**config.mk**
```make
export PLATFORM = sky130hd
export DESIGN_NAME = complex_result_serializer
export DESIGN_NICKNAME = d
export VERILOG_FILES = /design/src/rtl/complex_result_serializer.sv
export SDC_FILE = /design/constraint.sdc
export NUM_CORES = 2
export LEC_CHECK = 0
export BUFFER_PORTS_ARGS = -buffer_cell sky130_fd_sc_hd__buf_2
export CORE_AREA = 4 4 404 705
export DETAILED_ROUTE_END_ITERATION = 8
export DIE_AREA = 0 0 408 709
export PLACE_DENSITY = 0.54
export SYNTH_ARGS = -nofsm -noshare
export SYNTH_HDL_FRONTEND = slang
export SYNTH_SLANG_ARGS = --single-unit
```
**constraint.sdc**
```tcl
create_clock -name clk -period 27.6 [get_ports clk]
set_clock_uncertainty 0.15 [all_clocks]
set_input_delay 5.52 -clock clk [delete_from_list [all_inputs] [get_ports clk]]
set_output_delay 5.52 -clock clk [all_outputs]
set_load 0.05 [all_outputs]
```
**src/rtl/complex_result_serializer.sv**
```systemverilog
// ============================================================================
// Module   : complex_result_serializer
// Brief    : Buffers double-width complex row-result words in a small FIFO and
//            serialises each into (real, imag) elements over valid/ready.
// Revision : 1.0 - initial release
// ============================================================================
`default_nettype none

module complex_result_serializer #(
    parameter int NO_OF_ROW_BY_VECTOR_MODULES = 4,
    parameter int ELEMENT_WIDTH               = 64,
    parameter int FIFO_DEPTH                  = 4
) (
    input  logic                                                          clk,
    input  logic                                                          rst,
    input  logic [2*ELEMENT_WIDTH*NO_OF_ROW_BY_VECTOR_MODULES-1:0]        in_word,
    input  logic                                                          in_strobe,
    output logic [ELEMENT_WIDTH-1:0]                                      out_real,
    output logic [ELEMENT_WIDTH-1:0]                                      out_imag,
    output logic [$clog2(NO_OF_ROW_BY_VECTOR_MODULES)-1:0]                out_index,
    output logic                                                          out_last,
    output logic                                                          out_valid,
    input  logic                                                          out_ready,
    output logic [$clog2(FIFO_DEPTH):0]                                   fifo_count,
    output logic                                                          overflow,
    output logic                                                          busy
);

    localparam int c_N  = NO_OF_ROW_BY_VECTOR_MODULES;
    localparam int c_W  = ELEMENT_WIDTH;
    localparam int c_WW = 2 * c_W * c_N;
    localparam int c_IW = $clog2(c_N);
    localparam int c_PW = $clog2(FIFO_DEPTH);
    localparam int c_CW = c_PW + 1;

    localparam logic [c_IW-1:0] c_KLAST = c_IW'(c_N - 1);
    localparam logic [c_CW-1:0] c_FULL  = c_CW'(FIFO_DEPTH);

    localparam logic [0:0] c_S_IDLE  = 1'b0;
    localparam logic [0:0] c_S_SERVE = 1'b1;

    logic [c_WW-1:0] r_mem [FIFO_DEPTH];
    logic [c_PW-1:0] r_wr_ptr;
    logic [c_PW-1:0] r_rd_ptr;
    logic [c_CW-1:0] r_count;
    logic            r_overflow;
    logic [0:0]      r_state;
    logic [c_IW-1:0] r_k;
    logic [c_WW-1:0] r_word;

    logic w_empty;
    logic w_hs;
    logic w_pop;
    logic w_push;
    logic w_drop;

    logic [c_W-1:0] w_re [c_N];
    logic [c_W-1:0] w_im [c_N];

    assign w_empty = (r_count == '0);
    assign w_hs    = (r_state == c_S_SERVE) && out_ready;
    // Pop either to start a fresh word from IDLE, or to chain the next word
    // directly onto the last-element handshake so no bubble appears.
    assign w_pop   = !w_empty && ((r_state == c_S_IDLE) || (w_hs && (r_k == c_KLAST)));
    assign w_push  = in_strobe && ((r_count != c_FULL) || w_pop);
    assign w_drop  = in_strobe && (r_count == c_FULL) && !w_pop;

    for (genvar g = 0; g < c_N; g++) begin : g_elem
        assign w_re[g] = r_word[c_W*c_N + c_W*g +: c_W];
        assign w_im[g] = r_word[c_W*g +: c_W];
    end

    // Storage needs no reset: pointers and count define which entries are live.
    always_ff @(posedge clk) begin
        if (w_push) begin
            r_mem[r_wr_ptr] <= in_word;
        end
    end

    always_ff @(posedge clk) begin
        if (rst) begin
            r_wr_ptr   <= '0;
            r_rd_ptr   <= '0;
            r_count    <= '0;
            r_overflow <= 1'b0;
            r_state    <= c_S_IDLE;
            r_k        <= '0;
            r_word     <= '0;
        end else begin
            if (w_push) begin
                r_wr_ptr <= r_wr_ptr + c_PW'(1);
            end
            if (w_pop) begin
                r_rd_ptr <= r_rd_ptr + c_PW'(1);
            end
            if (w_push && !w_pop) begin
                r_count <= r_count + c_CW'(1);
            end else if (w_pop && !w_push) begin
                r_count <= r_count - c_CW'(1);
            end
            if (w_drop) begin
                r_overflow <= 1'b1;
            end

            case (r_state)
                c_S_IDLE: begin
                    if (w_pop) begin
                        r_word  <= r_mem[r_rd_ptr];
                        r_k     <= '0;
                        r_state <= c_S_SERVE;
                    end
                end
                c_S_SERVE: begin
                    if (w_hs) begin
                        if (r_k != c_KLAST) begin
                            r_k <= r_k + c_IW'(1);
                        end else if (w_pop) begin
                            r_word <= r_mem[r_rd_ptr];
                            r_k    <= '0;
                        end else begin
                            r_k     <= '0;
                            r_state <= c_S_IDLE;
                        end
                    end
                end
                default: begin
                    r_state <= c_S_IDLE;
                end
            endcase
        end
    end

    assign out_valid  = (r_state == c_S_SERVE);
    assign out_real   = w_re[r_k];
    assign out_imag   = w_im[r_k];
    assign out_index  = r_k;
    assign out_last   = out_valid && (r_k == c_KLAST);
    assign fifo_count = r_count;
    assign overflow   = r_overflow;
    assign busy       = out_valid || !w_empty;

endmodule

`default_nettype wire

```
==> report_table.html <==
<table>
<tr><th>Metric</th><th>Value</th></tr>
<tr><th colspan="2">STA</th></tr>
<tr><td>Fin crit share</td><td>34.58%</td></tr>
<tr><td>Final Setup Violations</td><td>0</td></tr>
<tr><td>Final period demand of the worst path</td><td>9545 ps</td></tr>
<tr><td>Slew Limit Headroom</td><td>22.20%</td></tr>
<tr><td>Maximum clock frequency</td><td>104.8 MHz</td></tr>
<tr><td>Sum Neg Setup Slack</td><td>0 ps</td></tr>
<tr><td>Hold Worst Slack</td><td>320.4 ps</td></tr>
<tr><td>Final Hold Violating Endpoints</td><td>0</td></tr>
<tr><td>Worst-Margin Slew</td><td>1167 ps</td></tr>
<tr><td>Setup repair after global routing missed its margin</td><td>no</td></tr>
<tr><td>Final-report max-slew violation count</td><td>0</td></tr>
<tr><th colspan="2">Hold path</th></tr>
<tr><td>Hold Path Class</td><td>reg2reg</td></tr>
<tr><td>Worst Min Path Start</td><td>r_word[150]</td></tr>
<tr><th colspan="2">Pwr</th></tr>
<tr><td>P_leak</td><td>35.49 nW</td></tr>
<tr><td>Tot Pwr</td><td>11.33 mW</td></tr>
<tr><td>Sw Share</td><td>31.65%</td></tr>
<tr><td>Net Sw Power</td><td>3.586 mW</td></tr>
<tr><td>Worst-case vdd ir drop</td><td>0.09079 mV</td></tr>
<tr><td>Int Power</td><td>7.745 mW</td></tr>
<tr><td>Clock network power share</td><td>29.7%</td></tr>
<tr><td>Combinational power share</td><td>26.4%</td></tr>
<tr><td>Power density cells</td><td>101.8 nW/um^2</td></tr>
<tr><td>Sequential Power Share</td><td>43.8%</td></tr>
<tr><th colspan="2">GRT</th></tr>
<tr><td>Maximum number of pins on one net before global-route repair</td><td>158</td></tr>
<tr><td>Number of antenna violations at the first check in global routing</td><td>199</td></tr>
<tr><td>Number of global-route vias before repair</td><td>53.48k</td></tr>
<tr><td>GRT Overall Usage</td><td>18.13%</td></tr>
<tr><td>Wire length of the first global-routing pass</td><td>388000 microns</td></tr>
<tr><td>Final global-route overflow total</td><td>0</td></tr>
<tr><th colspan="2">Clock network</th></tr>
<tr><td>Clock insertion delay at the later pin of the skew report</td><td>920 ps</td></tr>
<tr><td>Clock slew at the register clock pins of the worst setup and hold paths</td><td>60 ps</td></tr>
<tr><td>Clock Path Buffers</td><td>4</td></tr>
<tr><td>Total number of H-tree levels</td><td>4</td></tr>
<tr><td>CTS sink cnt</td><td>2573</td></tr>
<tr><td>Count of instances resized after the clock tree is built</td><td>0</td></tr>
<tr><td>Setup Fix Bufs, Post-CTS</td><td>0</td></tr>
<tr><td>Buffer cell driving the clock tree root</td><td>sky130_fd_sc_hd__clkbuf_16</td></tr>
<tr><td>CTS buffer count</td><td>241</td></tr>
<tr><td>CTS Hold Bufs</td><td>0</td></tr>
<tr><td>Clock tree from TritonCTS</td><td>yes</td></tr>
<tr><th colspan="2">Logic synthesis</th></tr>
<tr><td>Post-synth top flop</td><td>sky130_fd_sc_hd__edfxtp_1</td></tr>
<tr><td>Number of enable flip-flop cells after synthesis</td><td>2048</td></tr>
<tr><td>Share of flip-flops with an asynchronous set or reset after synthesis</td><td>0%</td></tr>
<tr><td>Mean instance size in the synthesized netlist</td><td>18.56 sq um</td></tr>
<tr><td>Total standard cell area after synthesis</td><td>97210 sq um</td></tr>
<tr><td>Most common cell in the netlist</td><td>sky130_fd_sc_hd__edfxtp_1</td></tr>
<tr><td>Instance count of the mapped netlist</td><td>5237</td></tr>
<tr><td>Post-Syn Nets</td><td>5760</td></tr>
<tr><td>Part of the Yosys area used for sequential elements</td><td>74.07%</td></tr>
<tr><td>Count of distinct cell types in the synthesized netlist</td><td>33</td></tr>
<tr><td>Yosys Warn Count</td><td>0</td></tr>
<tr><td>Leading post-synthesis cells by instance count</td><td>sky130_fd_sc_hd__edfxtp_1 (2048), sky130_fd_sc_hd__mux4_2 (640), sky130_fd_sc_hd__dfxtp_1 (525), sky130_fd_sc_hd__a21oi_1 (518), sky130_fd_sc_hd__nand3_1 (515)</td></tr>
<tr><td>#FFs+latches synth</td><td>2573</td></tr>
<tr><td>Largest cells by area after synthesis</td><td>sky130_fd_sc_hd__edfxtp_1 (63%), sky130_fd_sc_hd__mux4_2 (15%), sky130_fd_sc_hd__dfxtp_1 (11%), sky130_fd_sc_hd__a21oi_1 (2.7%), sky130_fd_sc_hd__nand3_1 (2.7%)</td></tr>
<tr><td>Area share of the leading cell type in the synthesized netlist</td><td>63.26%</td></tr>
<tr><td>Post-synth top area cell</td><td>sky130_fd_sc_hd__edfxtp_1</td></tr>
<tr><th colspan="2">Critical path</th></tr>
<tr><td>Kind of capture point of the worst setup path</td><td>output port</td></tr>
<tr><td>Cell breakdown of the critical path</td><td>buf_4 &gt; buf_4 &gt; mux4_2 &gt; buf_2</td></tr>
<tr><td>Worst R2R Start</td><td>out_index[1]</td></tr>
<tr><td>Worst path most repeated cell</td><td>sky130_fd_sc_hd__buf_4</td></tr>
<tr><td>Largest stage delay on the critical path</td><td>780 ps</td></tr>
<tr><td>Buffers &amp; Inverters on Critical Path</td><td>3</td></tr>
<tr><td>Critical path data arrival time</td><td>3870 ps</td></tr>
<tr><td>Worst r2r dst</td><td>r_mem[0][235]</td></tr>
<tr><td>Critical-path cell with the highest stage delay</td><td>sky130_fd_sc_hd__dfxtp_4</td></tr>
<tr><td>Worst-path fanout max</td><td>36</td></tr>
<tr><td>Logic depth of the worst register-to-register path</td><td>8</td></tr>
<tr><td>Worst endpoint required time</td><td>21930 ps</td></tr>
<tr><td>WP depth</td><td>4</td></tr>
<tr><td>Cell type group with the largest total delay on the critical path</td><td>buffers and inverters</td></tr>
<tr><td>Launch point of the worst path</td><td>out_index[1]</td></tr>
<tr><td>Critical Path Sink</td><td>out_real[53]</td></tr>
<tr><td>Minimum setup slack among reg-to-reg paths</td><td>21820 ps</td></tr>
<tr><td>Type of origin of the critical path</td><td>flop</td></tr>
<tr><td>Crit Path Class</td><td>reg2out</td></tr>
<tr><th colspan="2">Cells and area</th></tr>
<tr><td>Count of filler cells inserted in the layout</td><td>25.29k</td></tr>
<tr><td>Share of final-layout standard cells stronger than drive strength 1</td><td>29.09%</td></tr>
<tr><td>Net count reported at finish</td><td>6307</td></tr>
<tr><td>Count of placed standard cells in the final layout, fillers left out</td><td>9668</td></tr>
<tr><td>Final cell utilization of the core</td><td>39.83%</td></tr>
<tr><td>Area added between synthesis and finish</td><td>14.50%</td></tr>
<tr><th colspan="2">Outcome</th></tr>
<tr><td>Run status</td><td>finished, final reports clean</td></tr>
<tr><th colspan="2">Die</th></tr>
<tr><td>Number of cell rows</td><td>257</td></tr>
<tr><td>Vertical extent of the die</td><td>709 microns</td></tr>
<tr><td>I/O pins</td><td>653</td></tr>
<tr><td>Initial cell density of the core</td><td>34.79%</td></tr>
<tr><td>Total Die Area</td><td>289300 sq um</td></tr>
<tr><td>Core area</td><td>279400 sq um</td></tr>
<tr><td>Chip Width</td><td>408 microns</td></tr>
<tr><th colspan="2">Routing</th></tr>
<tr><td>Routed len/inst</td><td>27.70 microns</td></tr>
<tr><td>Vias after detailed routing</td><td>51.99k</td></tr>
<tr><td>Metal2 WL</td><td>136200 microns</td></tr>
<tr><td>Met1 WL</td><td>103800 microns</td></tr>
<tr><td>Pre-Repair DR Iteration Count</td><td>5</td></tr>
<tr><td>Violation count after the first detailed-route iteration</td><td>3737</td></tr>
<tr><td>Routed length on met3</td><td>20230 microns</td></tr>
<tr><td>Top layer used by detailed routing</td><td>met5</td></tr>
<tr><td>Per-cell via count in the routed design</td><td>5.377</td></tr>
<tr><td>Wire length after detailed routing</td><td>267800 microns</td></tr>
<tr><td>Antenna-violating nets left</td><td>0</td></tr>
<tr><td>Total DRC errors in the routed layout</td><td>0</td></tr>
<tr><th colspan="2">Place</th></tr>
<tr><td>Number of buffers inserted by port buffering</td><td>652</td></tr>
<tr><td>Placer congestion estimate</td><td>0.7430</td></tr>
<tr><td>HPWL reported at the end of detailed placement</td><td>162200 microns</td></tr>
<tr><td>DP Cell Count</td><td>9167</td></tr>
<tr><th colspan="2">Job</th></tr>
<tr><td># Max-Cap Violations</td><td>0</td></tr>
</table>
==> metal layers <==
metal	global-route usage, %	up-vias
met2	31.57	1566
li1	-	22320
met4	4.384	96
met1	22.41	27410
met5	0	-
met3	4.955	596
==> through the flow <==
stage	cell area [sq um]	worst slack, ps
floorplan	97210	8815
global placement	103200	17250
detailed placement	103200	17200
CTS	111200	17860
global route	111200	17960
finish	111300	18060
==> kinds of logic (layout without fill, tap and decap cells) <==
| logic type | count (synthesis) | in the layout | synth area share [%] |
|---|---|---|---|
| fa+ha+maj | 7 | 7 | 0.09782 |
| flops | 2573 | 2573 | 74.07 |
| mux | 644 | 644 | 14.87 |
| simple gates | 538 | 538 | 2.775 |
| compound gates | 1038 | 1038 | 5.376 |
| buf+inv | 435 | 1187 | 2.788 |
| other cells | 0 | 53 | 0 |
| xor+xnor | 2 | 2 | 0.01802 |
==> worst register-to-register path, cell delays in order, from the launching register on <==
cell,delay (ps)
sky130_fd_sc_hd__dfxtp_4,780
sky130_fd_sc_hd__ha_1,420
sky130_fd_sc_hd__a21boi_4,70
sky130_fd_sc_hd__buf_4,300
sky130_fd_sc_hd__a31oi_4,350
sky130_fd_sc_hd__and2_4,680
sky130_fd_sc_hd__buf_4,780
sky130_fd_sc_hd__buf_4,780
sky130_fd_sc_hd__buf_4,950
==> state kept, by name (all words and copies together), names as in the netlist, named ones only <==
register and flops:
r_wr_ptr 2, r_word 512, out_valid 1, out_index 2, r_mem 2048, overflow 1
r_rd_ptr 2, fifo_count 3
==> worst min path at each step <==
stage	to	slack, ps	cells after the start
floorplan	r_word[128]	300	2
global placement	r_word[85]	310	2
detailed placement	r_word[225]	310	2
CTS	r_word[225]	320	2
global route	r_word[276]	340	2
finish	r_word[150]	320	2
==> power groups by stage <==
stage	Combinational (mW)	Clock, mW	Sequential, mW
2_1_floorplan	2.37	0	5.06
3_3_place_gp	3.06	0	5.03
3_5_place_dp	3.07	0	5.05
4_1_cts	3.08	3.47	4.97
5_1_grt	3.25	3.63	5.01
6_report	2.99	3.37	4.97
==> cell usage in the layout (no fill, tap or decap), types with 3 or more instances in the layout <==
master,count
sky130_fd_sc_hd__edfxtp_1,2048
sky130_fd_sc_hd__buf_2,651
sky130_fd_sc_hd__mux4_2,640
sky130_fd_sc_hd__dfxtp_1,521
sky130_fd_sc_hd__a21oi_1,518
sky130_fd_sc_hd__nand3_1,515
sky130_fd_sc_hd__o21ai_0,508
sky130_fd_sc_hd__clkbuf_16,244
sky130_fd_sc_hd__clkbuf_1,68
sky130_fd_sc_hd__buf_4,66
sky130_fd_sc_hd__diode_2,53
sky130_fd_sc_hd__clkinv_2,35
sky130_fd_sc_hd__clkinv_1,25
sky130_fd_sc_hd__clkbuf_8,24
sky130_fd_sc_hd__bufinv_16,23
sky130_fd_sc_hd__buf_12,15
sky130_fd_sc_hd__clkinvlp_4,12
sky130_fd_sc_hd__nor2_1,8
sky130_fd_sc_hd__o21ai_1,8
sky130_fd_sc_hd__inv_1,6
sky130_fd_sc_hd__ha_1,6
sky130_fd_sc_hd__clkinv_4,5
sky130_fd_sc_hd__and2_4,4
sky130_fd_sc_hd__dfxtp_4,4
sky130_fd_sc_hd__inv_6,4
sky130_fd_sc_hd__nand2_1,3
sky130_fd_sc_hd__clkinv_8,3
sky130_fd_sc_hd__clkinv_16,3
==> cell type report <==
type | instances | area [sq um] | area share (%)
Inverter | 6 | 22.52 | 0.02023
Timing Repair Buffer | 733 | 4069 | 3.656
Clock buffer | 336 | 6691 | 6.012
Tap cell | 3626 | 4537 | 4.076
Clock inverter | 112 | 1299 | 1.167
Multi-Input combinational cell | 2229 | 22530 | 20.24
Antenna cell | 53 | 132.6 | 0.1192
Sequential cell | 2573 | 72020 | 64.71
No activity file was read; power rests on OpenSTA's default activity.
